==> src/rtl/spi_xfer_queue.sv <==
`default_nettype none
// +--------------------------------------------------------------------------+
// | spi_xfer_queue: TX/RX byte FIFOs sequencing one SPI master transaction    |
// | per byte. Optional watchdog: define SPI_XFER_QUEUE_TIMEOUT_EN.            |
// | Revision: 1.0                                                             |
// +--------------------------------------------------------------------------+
module spi_xfer_queue #(
  parameter int DEPTH          = 8,
  parameter int GAP_CYCLES     = 2,
  parameter int TIMEOUT_CYCLES = 1024
) (
  input  logic                    clk,
  input  logic                    reset,
  input  logic [7:0]              tx_data,
  input  logic                    tx_valid,
  output logic                    tx_ready,
  output logic [7:0]              rx_data,
  output logic                    rx_valid,
  input  logic                    rx_ready,
  output logic                    spi_start,
  output logic [7:0]              spi_data_in,
  input  logic [7:0]              spi_data_out,
  input  logic                    spi_done,
  output logic                    busy,
  output logic [$clog2(DEPTH):0]  tx_level,
  output logic [$clog2(DEPTH):0]  rx_level,
  output logic                    timeout_err
);

  localparam int AW = $clog2(DEPTH);
  localparam int LW = AW + 1;
  localparam int GW = $clog2(GAP_CYCLES) + 1;
  localparam logic [LW-1:0] C_FULL     = LW'(DEPTH);
  localparam logic [GW-1:0] C_GAP_LAST = GW'(GAP_CYCLES - 1);

  typedef enum logic [1:0] {
    S_IDLE = 2'd0,
    S_LOAD = 2'd1,
    S_XFER = 2'd2,
    S_GAP  = 2'd3
  } state_t;

  state_t          r_state;
  logic [GW-1:0]   r_gap_cnt;

  logic [7:0]      r_tx_mem [DEPTH];
  logic [LW-1:0]   r_tx_wr;
  logic [LW-1:0]   r_tx_rd;
  logic [7:0]      r_rx_mem [DEPTH];
  logic [LW-1:0]   r_rx_wr;
  logic [LW-1:0]   r_rx_rd;

  logic            w_tx_push;
  logic            w_tx_pop;
  logic            w_rx_push;
  logic            w_rx_pop;

  assign tx_level  = r_tx_wr - r_tx_rd;
  assign rx_level  = r_rx_wr - r_rx_rd;
  assign tx_ready  = (tx_level != C_FULL);
  assign rx_valid  = (rx_level != '0);
  assign rx_data   = rx_valid ? r_rx_mem[r_rx_rd[AW-1:0]] : 8'h00;

  // LOAD is only entered with a non-empty TX FIFO, and RX space is checked
  // before leaving IDLE, so neither FIFO needs a guard on these strobes.
  assign w_tx_push = tx_valid && tx_ready;
  assign w_tx_pop  = (r_state == S_LOAD);
  assign w_rx_push = (r_state == S_XFER) && spi_done;
  assign w_rx_pop  = rx_valid && rx_ready;

  always_ff @(posedge clk or posedge reset) begin
    if (reset) begin
      r_tx_wr <= '0;
      r_tx_rd <= '0;
      r_rx_wr <= '0;
      r_rx_rd <= '0;
    end else begin
      if (w_tx_push) r_tx_wr <= r_tx_wr + LW'(1);
      if (w_tx_pop)  r_tx_rd <= r_tx_rd + LW'(1);
      if (w_rx_push) r_rx_wr <= r_rx_wr + LW'(1);
      if (w_rx_pop)  r_rx_rd <= r_rx_rd + LW'(1);
    end
  end

  always_ff @(posedge clk) begin
    if (w_tx_push) r_tx_mem[r_tx_wr[AW-1:0]] <= tx_data;
    if (w_rx_push) r_rx_mem[r_rx_wr[AW-1:0]] <= spi_data_out;
  end

`ifdef SPI_XFER_QUEUE_TIMEOUT_EN
  localparam int TW = $clog2(TIMEOUT_CYCLES) + 1;
  localparam logic [TW-1:0] C_TMO_LAST = TW'(TIMEOUT_CYCLES - 1);
  logic [TW-1:0] r_tmo_cnt;
`else
  logic unused_tmo;
  assign unused_tmo  = |TIMEOUT_CYCLES;
  assign timeout_err = 1'b0;
`endif

  always_ff @(posedge clk or posedge reset) begin
    if (reset) begin
      r_state     <= S_IDLE;
      r_gap_cnt   <= '0;
      spi_start   <= 1'b0;
      spi_data_in <= 8'h00;
      busy        <= 1'b0;
`ifdef SPI_XFER_QUEUE_TIMEOUT_EN
      r_tmo_cnt   <= '0;
      timeout_err <= 1'b0;
`endif
    end else begin
      case (r_state)
        S_IDLE: begin
          if (tx_level != '0 && rx_level != C_FULL) begin
            r_state <= S_LOAD;
            busy    <= 1'b1;
          end
        end
        S_LOAD: begin
          spi_data_in <= r_tx_mem[r_tx_rd[AW-1:0]];
          spi_start   <= 1'b1;
          r_state     <= S_XFER;
`ifdef SPI_XFER_QUEUE_TIMEOUT_EN
          r_tmo_cnt   <= '0;
`endif
        end
        S_XFER: begin
          // A done arriving on the expiry cycle still completes normally.
          if (spi_done) begin
            spi_start <= 1'b0;
            r_gap_cnt <= '0;
            r_state   <= S_GAP;
          end
`ifdef SPI_XFER_QUEUE_TIMEOUT_EN
          else if (r_tmo_cnt == C_TMO_LAST) begin
            spi_start   <= 1'b0;
            timeout_err <= 1'b1;
            r_gap_cnt   <= '0;
            r_state     <= S_GAP;
          end else begin
            r_tmo_cnt <= r_tmo_cnt + TW'(1);
          end
`endif
        end
        S_GAP: begin
          if (r_gap_cnt == C_GAP_LAST) begin
            r_state <= S_IDLE;
            busy    <= 1'b0;
          end else begin
            r_gap_cnt <= r_gap_cnt + GW'(1);
          end
        end
        default: r_state <= S_IDLE;
      endcase
    end
  end

endmodule
`default_nettype wire

==> config.mk <==
export PLATFORM = sky130hd
export DESIGN_NAME = spi_xfer_queue
export DESIGN_NICKNAME = d
export VERILOG_FILES = /design/src/rtl/spi_xfer_queue.sv
export SDC_FILE = /design/constraint.sdc
export NUM_CORES = 1
export LEC_CHECK = 0
export CORE_MARGIN = 2
export CORE_UTILIZATION = 62
export CTS_CLUSTER_SIZE = 10
export DETAILED_ROUTE_END_ITERATION = 16
export PLACE_DENSITY = 0.85
export SYNTH_ARGS = -nofsm -noshare
export SYNTH_HDL_FRONTEND = slang
export SYNTH_SLANG_ARGS = --single-unit
==> constraint.sdc <==
create_clock -name clk -period 6.2 [get_ports clk]
set_input_delay 1.24 -clock clk [delete_from_list [all_inputs] [get_ports clk]]
set_output_delay 1.24 -clock clk [all_outputs]
set_load 0.01 [all_outputs]
## Yosys cells after proc, flatten, opt, wreduce, memory -nomap -nowiden

Memory sizes are Yosys's and may differ from the RTL's. A register that Yosys moved wholly into a read port is not among the register bits.
Index checks and enable logic that the tools add are counted.

| storage, ports and cells | value |
|---|---|
| memory bits (read-only) | 0 |
| input bits | 21 |
| memory bits (writable) | 128 |
| latch bits | 0 |
| logic and storage cells | 58 |
| memories kept | 2 |
| output and inout bits | 29 |
| flip-flop bits (word level) | 22 |

| operators by class | value |
|---|---|
| equality and inequality tests | 10 |
| add/sub/neg operators | 7 |
| multiply operators | 0 |
| bitwise gates (word level) | 0 |
| multiplexer cells | 17 |
| magnitude comparators | 0 |
| div/mod/pow operators | 0 |
| shift-type cells | 0 |
| reductions and logical operators | 14 |

Memories:

| memory | words | width | read ports | clocked after Yosys merged registers in | wr ports | line | RTL |
|---|---|---|---|---|---|---|---|
| r_rx_mem | 8 | 8 | 1 | 0 | 1 | 49 | `logic [7:0] r_rx_mem [DEPTH];` |
| r_tx_mem | 8 | 8 | 1 | 1 | 1 | 46 | `logic [7:0] r_tx_mem [DEPTH];` |

Operator list:

| cell | count |
|---|---|
| $add A4 B1 Y4 const B | 4 |
| $mux W2 | 5 |
| $reduce_and A3 Y1 | 3 |
| $mux W8 | 1 |
| $ne A2 B2 Y1 const B | 4 |
| $ne A4 B4 Y1 const B | 2 |
| $pmux W2 S4 | 1 |
| $reduce_bool A4 Y1 | 2 |
| $sub A4 B4 Y4 | 2 |
| $mux W1 | 7 |
| $reduce_bool A2 Y1 | 3 |
| $eq A2 B1 Y1 const B | 2 |
| $eq A2 B2 Y1 const B | 2 |
| $logic_and A1 B1 Y1 | 4 |
| $pmux W1 S2 | 2 |
| $pmux W2 S2 | 1 |
| $add A2 B1 Y2 const B | 1 |
| $logic_not A2 Y1 | 1 |
| $reduce_and A2 Y1 | 1 |

## Logic depth before layout (Yosys ltp)

Gate-level depths: netlist of run 1.

| logic depth | value |
|---|---|
| depth after elaboration | 5 |
| mapped depth | 12 |
| gate-level depth less buffers | 9 |

## Least setup slack after synthesis of run 1

Ideal clock, no wire load.

| path | value |
|---|---|
| kind | reg-to-reg |
| start | register r_tx_rd[1] |
| end | memory r_tx_mem[0][0], enable pin |
| cell stages (with the launch flop) | 11 |
| buffers on the path | 3 |
| arrival time | 3.228 ns |
| library setup time | 0.395 ns |
| required time | 5.805 ns |
| clock period less this slack | 3.622 ns |
| path slack | 2.578 ns |
| cell sequence | dfrtp_1 > clkbuf_1 > buf_1 > inv_1 > ha_1 > and3b_1 > or3_1 > and2_1 > buf_6 > a21o_1 > nor4_1 |

| on the way | value |
|---|---|
| cells in the longest elaborated chain, start to end | 5 |

RTL lines:

| element | line | RTL |
|---|---|---|
| from (decl) | 48 | `logic [LW-1:0] r_tx_rd;` |
| from (signal assigned) | 79 | `if (w_tx_pop) r_tx_rd <= r_tx_rd + LW'(1);` |
| $sub A4 B4 Y4 | 58 | `assign tx_level = r_tx_wr - r_tx_rd;` |
| named net tx_level[3] | 25 | `output logic [$clog2(DEPTH):0] tx_level,` |
| $ne A4 B4 Y1 | 60 | `assign tx_ready = (tx_level != C_FULL);` |
| $logic_and A1 B1 Y1 | 66 | `assign w_tx_push = tx_valid && tx_ready;` |
| $mux W1 | 86 | `if (w_tx_push) r_tx_mem[r_tx_wr[AW-1:0]] <= tx_data;` |
| $mux W1 (implied by the code) | 86 |  |
| to (decl) | 46 |  |

The timed path passes the listed nets, and every way through them passes these cells.

## Final worst setup path of run 1

| path | value |
|---|---|
| start | register r_rx_rd[0] |
| end | output port rx_valid |

| on the way | value |
|---|---|
| cells in the longest elaborated chain, start to end | 2 |

RTL lines:

| element | line | RTL |
|---|---|---|
| from (decl) | 51 | `logic [LW-1:0] r_rx_rd;` |
| from (signal assigned) | 81 | `if (w_rx_pop) r_rx_rd <= r_rx_rd + LW'(1);` |
| $sub A4 B4 Y4 | 59 | `assign rx_level = r_rx_wr - r_rx_rd;` |
| $reduce_bool A4 Y1 | 61 | `assign rx_valid = (rx_level != '0);` |
| to (decl) | 18 | `output logic rx_valid,` |

Every way passes these cells.

==> results.cfg, run 1 <==
[timing]
finalHoldViolCount = 0
relSlewSlack = 0.151
worst_slew_pin_slew_ns = 1.27
final.setup.tns_ns = 0
finalCriticalPeriod_ns = 5.24
setup_viol = 0
fin_ws_ns = 0.959
rsz0062_at_grt = no
max_clock_freq_mhz = 191
fin_worst_skew_ns = 0.00727
drv_slew = 0
fin_crit_sh = 0.845

[logic_synthesis]
syn_inst = 396
synth_edf_count = 128
synth_top_area_frac = 0.586
yosysTopAreaCell = edfxtp_1
ys_ff_latch = 158
avgSynthCellArea_sq_um = 16.6
synthFlopType = edfxtp_1
async_flop_share = 0.190
synthTopCellsByArea = edfxtp_1 59%, dfrtp_1 11%, mux4_2 11%
synth_area_sq_um = 6560
yosysWarnings = 0
synthesis.nets = 434
ys_seq_area_frac = 0.700
synth.distinct_cells = 47

[detailed_routing]
wl_per_cell_um = 21.9
drt_wl_total_um = 13200
dr.pass1.iters = 5
vias = 3680
routed_via_density = 6.10
drt.antenna.violating_nets = 0
drc = 0
drt-initial-drc-count = 429

[status]
status = completed

[power]
peakVddDrop_uv = 308
powerDensity_nw_per_um2 = 537
p_leak_nw = 2.79
p_total_w = 0.00418

[cts]
insertion_delay_ns = 0.53
clock_sinks = 158
hold_buffers = 0
cts.repair.resized = 0
htree_num_levels = 4
numCtsBuffers = 17
cts_setup_buffers = 0
cts_root_buf = clkbuf_8
clock_path_buffers = 2
clkTransAtPathRegs_ns = 0.07
cts_tree = yes

[floorplan]
die_area_sq_um = 11400
design.core.area_sq_um = 10300
die-height_um = 107
start_util = 0.638
ios = 50
row_count = 37
die_w_um = 107

[worst_setup_path]
critPathLaunchType = register
cp.buffers_inverters = 2
crit_path_end = rx_valid
cp_slowest_cell = dfrtp_1
startpoint = r_rx_rd[0]
timing_worst_setup_path_type = reg2out
crit_fanout = 20
rr_endpoint = r_tx_mem[2][1]
required_ns = 4.96
slowest_delay_ns = 1.12
critical_path_cell_count = 7
reg2reg_slack_ns = 2.23
crit_arrival_ns = 4.00
cp-end-kind = output pin
worst_r2r_path_depth = 7
worstPathCellList = ha_1 > fa_1 > xor2_1 > and3_1 > nor2b_1 > inv_1 > clkdlybuf4s50_1
cpLargestDelayFamily = flip-flops
rr_startpoint = r_tx_rd[2]

[placement]
place_area_sq_um = 7200
pre_cts_ws_ns = 1.63
dp_hpwl_um = 7980
io_buffers = 48
gp_congestion = 0.791

[global_route]
grt_pass1_wl_um = 21100
grt_max_degree = 31
grt_usage = 0.256
grt_antenna_before_repair = 0
grt_overflow = 0
grt_pass1_vias = 3901

[layout]
fin_area_sq_um = 7780
area_growth_pct = 18.6
final_nets = 492
drive_gt1_frac = 0.171
diodes = 0
final_common_cell = edfxtp_1
utilization = 0.757
most-common-layout-cells = 128 x edfxtp_1, 48 x clkdlybuf4s50_1, 44 x nand2_1

[worst_hold_path]
hold_class = reg2reg

[run]
maxCapViolCount = 0
## Yosys cell counts (all sizes together) (2+ instances only)
cell type  number
mux4           32
xor2            5
mux2            3
a31oi           9
a21oi          10
o21ai           4
nand2          44
edfxtp        128
fa              2
xnor2          11
inv            19
nand4           2
a22o            3
buf             9
nor3            7
nand2b          2
and3            3
clkinv          2
nor2           19
clkbuf          9
mux2i           2
nor4            2
dfrtp          30
nor2b           2
a21o            3
ha             15
nand3           4
## through the flow
| step | hold WS, ns | instances |
|---|---|---|
| global placement | 0.477 | 571 |
| detailed placement | 0.482 | 571 |
| CTS | 0.491 | 603 |
| finish | 0.497 | 603 |
| global route | 0.522 | 603 |
| floorplan | 0.461 | 396 |
## worst register-to-register path, cell delays in order (launching register included)
cell,delay (ns)
dfrtp_1,0.62
clkinv_1,0.43
ha_1,0.46
and3b_1,0.20
or3_1,0.38
and2_1,0.23
a21o_1,0.23
nor4b_2,1.04
## worst min path at each step
stage | start | cells past startpoint | endpoint
after floorplan | r_rx_wr[3] | 1 | r_rx_wr[3]
after global placement | r_rx_wr[3] | 1 | r_rx_wr[3]
after detailed placement | r_rx_wr[3] | 1 | r_rx_wr[3]
after CTS | r_rx_wr[3] | 1 | r_rx_wr[3]
after global routing | r_rx_rd[3] | 1 | r_rx_rd[3]
final | r_rx_wr[3] | 1 | r_rx_wr[3]
## area by class of cell
class	count	area (sq um)
well taps	136	170
inverters	21	78.8
flip-flops and latches	158	4590
clock inverters	15	173
clock buffers	17	414
repair buffers	57	548
multi-input cells	199	1810
fillers	559	2490
## per-layer routing
metal  routed length, um  global-route usage  up-vias
li1                    -                   -     1617
met1                5170               0.335     1855
met2                6850               0.419      175
met3                 849              0.0620       33
met4                 340               0.100        0
met5                   0                   0        -
## report_power, final
| part | switching [W] | total [W] | internal, W |
|---|---|---|---|
| Clock | 0.000438 | 0.00102 | 0.000587 |
| Combinational | 0.000760 | 0.00157 | 0.000815 |
| Sequential | 0.000230 | 0.00158 | 0.00135 |
## flip-flops by register name, indices dropped and copies added, names as in the netlist, 2 cells and up
register,cells
r_rx_mem,64
r_tx_mem,64
spi_data_in,8
r_rx_rd,4
r_rx_wr,4
r_tx_rd,4
r_tx_wr,4
r_gap_cnt,2
r_state,2
## cell families (layout without fill, tap and decap cells)
family                   Yosys count  count (layout)  synth area share
AO/OA/AOI/OAI                     35              35            0.0345
XOR/XNOR                          16              16            0.0214
adder cells (fa/ha/maj)           17              17            0.0347
buffers and inverters             39             110            0.0252
flip-flops                       158             158             0.700
multiplexers                      37              37             0.118
other                              1               1          0.000572
AND/OR/NAND/NOR                   93              93            0.0654
Note: power is estimated with default switching activity, not from simulation.
==> run 2, diff against run 1 <==
CORE_UTILIZATION = 52   (was 62)
PLACE_DENSITY = 0.76   (was 0.85)
clock period = 4.3 ns   (was 6.2 ns; I/O delays follow)
==> run 2 against run 1 <==
Compared with the run above:
- count of clock-buffer cells in the layout grew 1
- hold slack got worse by 0.0048 ns
- first-iteration DRC count down 37%
- die area rose by 18%
- clock power grew 42%
- clock skew rose by 0.0027 ns
- combinational power grew 52%
- critical endpoint is now tx_ready
- largest power group is now combinational logic
==> results.cfg, run 2 (synthesis results as in run 1) <==
[placement]
gp_congestion = 0.789
io_buffers = 48
pre_cts_ws_ns = 0.558
dpl.cell_count = 615
dp_hpwl_um = 7910

[layout]
utilization = 0.632
stdcell_count = 647
most-common-layout-cells = 128 x edfxtp_1, 48 x clkdlybuf4s50_1, 44 x nand2_1
final_nets = 500
area_growth_pct = 20.0
diodes = 0
final_common_cell = edfxtp_1
drive_gt1_frac = 0.183

[timing]
relSlewSlack = 0.360
final.setup.tns_ns = 0
fin_crit_sh = 0.917
drv_slew = 0
setup_viol = 0
fin_ws_ns = 0.359
fin_worst_skew_ns = 0.00997
max_clock_freq_mhz = 254
rsz0062_at_grt = no
finalCriticalPeriod_ns = 3.94
finalHoldViolCount = 0
worst_slew_pin_slew_ns = 0.957

[worst_setup_path]
rr_endpoint = r_tx_mem[7][0]
startpoint = r_tx_rd[2]
required_ns = 3.44
worst_r2r_path_depth = 8
critPathLaunchType = register
reg2reg_slack_ns = 1.03
crit_path_end = tx_ready
cp-end-kind = output pin
rr_startpoint = r_tx_rd[2]
timing_worst_setup_path_type = reg2out
crit_arrival_ns = 3.08
crit_fanout = 11

[detailed_routing]
dr.pass1.iters = 4
drt_wl_total_um = 12500
drt-initial-drc-count = 272
wl_per_cell_um = 19.3
routed_via_density = 5.50
drt.antenna.violating_nets = 0
drc = 0
vias = 3557

[cts]
insertion_delay_ns = 0.42
numCtsBuffers = 17
cts.repair.resized = 0
clock_path_buffers = 2
clock_sinks = 158
cts_root_buf = clkbuf_16
htree_num_levels = 4
clkTransAtPathRegs_ns = 0.07
cts_tree = yes
hold_buffers = 0
cts_setup_buffers = 0

[floorplan]
row_count = 41
die-height_um = 116
design.core.area_sq_um = 12500
start_util = 0.526
die_area_sq_um = 13500
die_w_um = 116
ios = 50

[power]
p_leak_nw = 2.83
powerDensity_nw_per_um2 = 760
peakVddDrop_uv = 485

[global_route]
grt_pass1_vias = 3550
grt_antenna_before_repair = 0
grt_overflow = 0
grt_usage = 0.202
grt_pass1_wl_um = 19300
grt_max_degree = 31

[worst_hold_path]
min_from = r_tx_wr[3]
hold_class = reg2reg

[run]
maxCapViolCount = 0

[status]
status = completed
[run 2: metal layers]
metal	vias up	track usage	routed length [um]
li1	1640	-	-
met1	1801	0.251	5150
met2	100	0.342	6550
met3	16	0.0514	533
met4	0	0.0825	248
met5	-	0	0
[run 2: worst min-delay path by stage]
| stage | end | cells past startpoint |
|---|---|---|
| finish | r_tx_wr[3] | 1 |
| global route | r_tx_wr[3] | 1 |
| detailed placement | r_rx_rd[3] | 1 |
| global placement | r_rx_wr[3] | 1 |
| CTS | r_rx_rd[3] | 1 |
| floorplan | r_rx_wr[3] | 1 |
[run 2: where the power goes]
part | switching [W] | internal (W)
Clock | 0.000629 | 0.000818
Sequential | 0.000207 | 0.00195
Combinational | 0.00117 | 0.00120
Total | 0.00201 | 0.00398
[run 2: per-stage QoR]
step	power [W]	area (sq um)	hold WS, ns
after CTS	0.00603	7870	0.498
after detailed placement	0.00457	7300	0.483
after global placement	0.00449	7300	0.475
final	0.00599	7880	0.492
after floorplan	0.00366	6560	0.461
after global routing	0.00633	7880	0.509
[run 2: layout make-up]
cell class / count / area, sq um
inverters: 21 / 78.8
flip-flops and latches: 158 / 4590
repair buffers: 65 / 608
clock buffers: 18 / 429
clock inverters: 14 / 145
multi-input cells: 199 / 1800
well taps: 172 / 215
fillers: 875 / 4590
[run 2: worst max-delay path, stage by stage (launching register included)]
cell,delay (ns)
dfrtp_1,0.59
clkinv_1,0.12
buf_4,0.19
ha_1,0.33
and3b_1,0.20
or3_1,0.39
and2_1,0.23
nand2_1,0.08
clkdlybuf4s50_1,0.53
==> RTL change 1, RTL diff (config.mk and constraints of run 2) <==
Build with the macro `SPI_XFER_QUEUE_TIMEOUT_EN` defined.
--- a/src/rtl/spi_xfer_queue.sv
+++ b/src/rtl/spi_xfer_queue.sv
@@ -5,4 +5,6 @@
 // | Revision: 1.0                                                             |
 // +--------------------------------------------------------------------------+
+`define SPI_XFER_QUEUE_TIMEOUT_EN
+
 module spi_xfer_queue #(
   parameter int DEPTH          = 8,
Behaviour: no difference found for any inputs over 10 cycles, from zero or initial values and one cycle with reset high; that may be too few to reach the edited logic, so the function may still have changed.
==> RTL change 1 against run 2 <==
Sequential cell count up 12; largest cell class unchanged; critical path depth unchanged; setup slack worse by 0.13 ns; global-route usage up 1.3 points; total power up 6.4%; wire length up 18%; critical path type unchanged; via count up 19%; sequential power up 7%; final area up 8.4%; synthesized cell count up 17%; highest routed layer unchanged; synthesized area up 10%; maximum frequency down 3.2%; non-clock buffer count down 3.
==> RTL change 1: results (changes against run 2) <==
Worst path max stage delay=0.61 ns (was 0.59 ns); status=completed (unchanged); CP startpoint=r_rx_rd[2]$_DFFE_PP0P_ (was r_tx_rd[2]$_DFFE_PP0P_); hold_ws=0.466 ns (was 0.492 ns); first-pass GRT wire length=23300 um (was 19300 um); final clock skew=0.00471 ns (was 0.00997 ns); worst slack at placement=0.609 ns (was 0.558 ns); syn nets=501 (was 434); Arrival @ worst endpoint=3.21 ns (was 3.08 ns); input/output buffers=49 (was 48); Core Region=13700 um2 (was 12500 um2); worst setup margin=0.229 ns (was 0.359 ns); detailed-router iteration count before antenna repair=5 (was 4); Worst Hold Path Cells=2 (was 1); vias in the first global route=4359 (was 3550); ratio of cells with drive above 1 in the final layout=16.9% (was 18.3%); Avg WL per Cell=20.4 um (was 19.3 um); Overall Global Routing Usage=21.5% (was 20.2%); async set or reset register ratio after synthesis=24.7% (was 19.0%); met1 usage=27.6% (was 25.1%); Slew @ Worst Pin=0.971 ns (was 0.957 ns); hold endpoint=timeout_err$_DFFE_PP0P_ (was r_tx_wr[3]$_DFFE_PP0P_); routability congestion estimate=0.824 (was 0.789); Nets=565 (was 500); met3 wire length=826 um (was 533 um); met2 usage in global routing=35.5% (was 34.2%); Post-Place Cells=687 (was 615); worst reg-to-reg setup slack=1.06 ns (was 1.03 ns); synth top area cells=edfxtp_1 53%, dfrtp_1 15%, mux4_2 10% (was edfxtp_1 59%, dfrtp_1 11%, mux4_2 11%); static leakage=3.05 nW (was 2.83 nW); RR Startpoint=r_tx_rd[2]$_DFFE_PP0N_ (was r_tx_rd[2]$_DFFE_PP0P_); highest-delay cell along the critical path=clkdlybuf4s50_1 (was dfrtp_1); most frequent cells after synthesis=128 x edfxtp_1, 53 x nand2_1, 42 x dfrtp_1 (was 128 x edfxtp_1, 44 x nand2_1, 32 x mux4_2); Peak supply drop=0.359 mV (was 0.485 mV); number of library cell types mapped by synthesis=59 (was 47); reg2reg end=r_tx_mem[0][6]$_DFFE_PP_ (was r_tx_mem[7][0]$_DFFE_PP_); Hold Crit Start=timeout_err$_DFFE_PP0P_ (was r_tx_wr[3]$_DFFE_PP0P_)
[RTL change 1: logic make-up (layout without fill, tap and decap cells)]
family          after synthesis  in the layout  share of synthesized area [%]
flops                       170            170                           67.7
buf+inv                      43            120                           2.42
xor+xnor                     16             16                           1.94
fa+ha+maj                    18             18                           3.32
compound gates               62             62                           6.04
simple gates                116            116                           7.89
mux                          37             37                           10.7
[RTL change 1: repair_timing]
action / 4_1_cts / 5_1_grt
gates resized for setup: 0 / 3
buffers inserted: 0 / 0
setup endpoints to repair: 0 / 9
[RTL change 1: power breakdown]
part / switching (mW) / leakage (nW) / internal, mW
clock network: 0.618 / 0.258 / 0.847
registers: 0.228 / 1.67 / 2.08
logic: 1.36 / 1.12 / 1.24
total: 2.20 / 3.05 / 4.17
[RTL change 1: cell type report]
cell class                      instances  area, um2
Clock buffer                           19        433
Clock inverter                         13        128
Fill cell                             985       5180
Inverter                               26        101
Multi-Input combinational cell        249       2170
Sequential cell                       170       4900
Tap cell                              180        225
Timing Repair Buffer                   62        588
==> RTL change 2, RTL diff (config.mk and constraints of run 2) <==
Made on the original files. Register the output `rx_level`, without a reset; this adds one clock of latency there. The other outputs are not delayed to match.
--- a/src/rtl/spi_xfer_queue.sv
+++ b/src/rtl/spi_xfer_queue.sv
@@ -41,4 +41,6 @@
   } state_t;
 
+  logic [$clog2(DEPTH):0] rx_level_d;
+
   state_t          r_state;
   logic [GW-1:0]   r_gap_cnt;
@@ -57,7 +59,7 @@
 
   assign tx_level  = r_tx_wr - r_tx_rd;
-  assign rx_level  = r_rx_wr - r_rx_rd;
+  assign rx_level_d = r_rx_wr - r_rx_rd;
   assign tx_ready  = (tx_level != C_FULL);
-  assign rx_valid  = (rx_level != '0);
+  assign rx_valid  = (rx_level_d != '0);
   assign rx_data   = rx_valid ? r_rx_mem[r_rx_rd[AW-1:0]] : 8'h00;
 
@@ -112,5 +114,5 @@
       case (r_state)
         S_IDLE: begin
-          if (tx_level != '0 && rx_level != C_FULL) begin
+          if (tx_level != '0 && rx_level_d != C_FULL) begin
             r_state <= S_LOAD;
             busy    <= 1'b1;
@@ -156,4 +158,8 @@
   end
 
+  always_ff @(posedge clk) begin
+    rx_level <= rx_level_d;
+  end
+
 endmodule
 `default_nettype wire
Behaviour: not the same (a bounded check fails within 10 cycles, from zero or initial values and one cycle with reset high).
==> RTL change 2 against run 2 <==
Final area increased by 1.7%; final cell count rose by 0.46%; combinational power is 4% lower; synthesized area rose by 1.3%; highest routed layer unchanged; total power is 2.1% higher; sequential cell count up 4; wire length grew 0.96%; setup slack got worse by 0.19 ns.
==> RTL change 2: results (changes against run 2) <==
status=completed (unchanged); clock buf count=19 (was 18); total clock sinks=162 (was 158); initial drt markers=251 (was 272); area fraction in compound gates after synthesis=3.41% (was 3.45%); async set or reset register ratio after synthesis=18.5% (was 19.0%); Root Driver=clkbuf_16 (unchanged); Non-clock buffers=64 (was 65); total length of routed wires=12600 um (was 12500 um); HPWL Detailed=7910 um (about the same); vias in the first global route=3710 (was 3550); ratio of cells with drive above 1 in the final layout=18.0% (was 18.3%); first-pass GRT wire length=20200 um (was 19300 um); worst reg-to-reg setup slack=0.84 ns (was 1.03 ns); Clock-cell share=7.87% (was 7.29%); multiplexer area fraction after synthesis=11.7% (was 11.8%); Slew @ Worst Pin=0.975 ns (was 0.957 ns); fillcell total=891 (was 875); Peak supply drop=0.379 mV (was 0.485 mV); area share of fa/ha/maj cells after synthesis=3.43% (was 3.47%); syn nets=438 (was 434); synth top area cells=edfxtp_1 58%, dfrtp_1 11%, mux4_2 11% (was edfxtp_1 59%, dfrtp_1 11%, mux4_2 11%); buffering overhead=7.50% (was 7.72%); register area share after synthesis=70.3% (was 70.0%); static leakage=2.88 nW (was 2.83 nW); Overall Global Routing Usage=20.5% (was 20.2%); Post-Place Cells=618 (was 615); Avg WL per Cell=19.4 um (was 19.3 um); multi-input logic portion of the cell area=22.6% (was 22.9%); Post-Synthesis Cells=400 (was 396)
==> RTL change 2: changes by cell type in the layout (fill, tap and decap cells not counted), sizes merged <==
| cell | run 2 | this run |
|---|---|---|
| clkbuf | 18 | 19 |
| clkinvlp | 0 | 2 |
| bufinv | 1 | 4 |
| inv | 28 | 25 |
| clkinv | 6 | 3 |
| buf | 17 | 16 |
| dfxtp | 0 | 4 |
==> RTL change 2: power by group <==
group          leakage (nW)  internal [mW]  total [mW]  switching (mW)
registers              1.54           2.02        2.22           0.206
clock network         0.303          0.986        1.60           0.611
logic                  1.04           1.14        2.29            1.15
==> RTL change 2: layer usage <==
metal / track usage, % / up-vias / routed length (um) / part of all wire [%]
met5: 0 / - / 0 / 0
met2: 34.9 / 107 / 6570 / 52
met4: 7.14 / 0 / 160 / 1.3
met1: 26.5 / 1843 / 5320 / 42
met3: 4.43 / 13 / 559 / 4.4
li1: - / 1638 / - / -
==> RTL change 2: final timing paths <==
kind,cells after the start,startpoint,end
max,7,r_tx_rd[2]$_DFFE_PP0P_,tx_ready
min,1,r_rx_wr[3]$_DFFE_PP0P_,r_rx_wr[3]$_DFFE_PP0P_
max reg2reg,7,r_tx_rd[2]$_DFFE_PP0P_,r_tx_mem[7][5]$_DFFE_PP_
min reg2reg,1,r_rx_wr[3]$_DFFE_PP0P_,r_rx_wr[3]$_DFFE_PP0P_
max in group asynchronous,3,reset,spi_data_in[2]$_DFFE_PP0P_
min in group asynchronous,3,reset,busy$_DFFE_PP0P_
==> RTL change 2: critical path: stages (launching register included) <==
cell,delay (ns)
dfrtp_1,0.60
clkinv_1,0.40
ha_1,0.44
and3b_1,0.20
or3_1,0.38
and2_1,0.23
nand2_1,0.08
clkdlybuf4s50_1,0.53
==> RTL change 2: per-stage QoR <==
stage | hold slack [ns] | area [um2] | setup slack, ns | total power [mW]
2_1_floorplan | 0.461 | 6650 | 0.678 | 3.70
3_3_place_gp | 0.479 | 7380 | 0.679 | 4.46
3_5_place_dp | 0.482 | 7380 | 0.486 | 4.54
4_1_cts | 0.491 | 8010 | 0.00437 | 6.18
5_1_grt | 0.516 | 8010 | 0.0114 | 6.47
6_report | 0.487 | 8010 | 0.164 | 6.11
==> RTL change 2: logic make-up (layout without fill, tap and decap cells) <==
logic type / Yosys count / after routing
flops: 162 / 162
simple gates: 93 / 93
buf+inv: 39 / 117
mux: 37 / 37
compound gates: 35 / 35
fa+ha+maj: 17 / 17
xor+xnor: 16 / 16
other cells: 1 / 1
==> RTL change 2: timing repair <==
| item | 4_1_cts | 5_1_grt |
|---|---|---|
| hold buffers | 0 | 0 |
| buffers inserted | 0 | 0 |
| setup endpoints to repair | 0 | 8 |
| endpoints found under the hold margin | 0 | 0 |
| gates resized for setup | 0 | 1 |
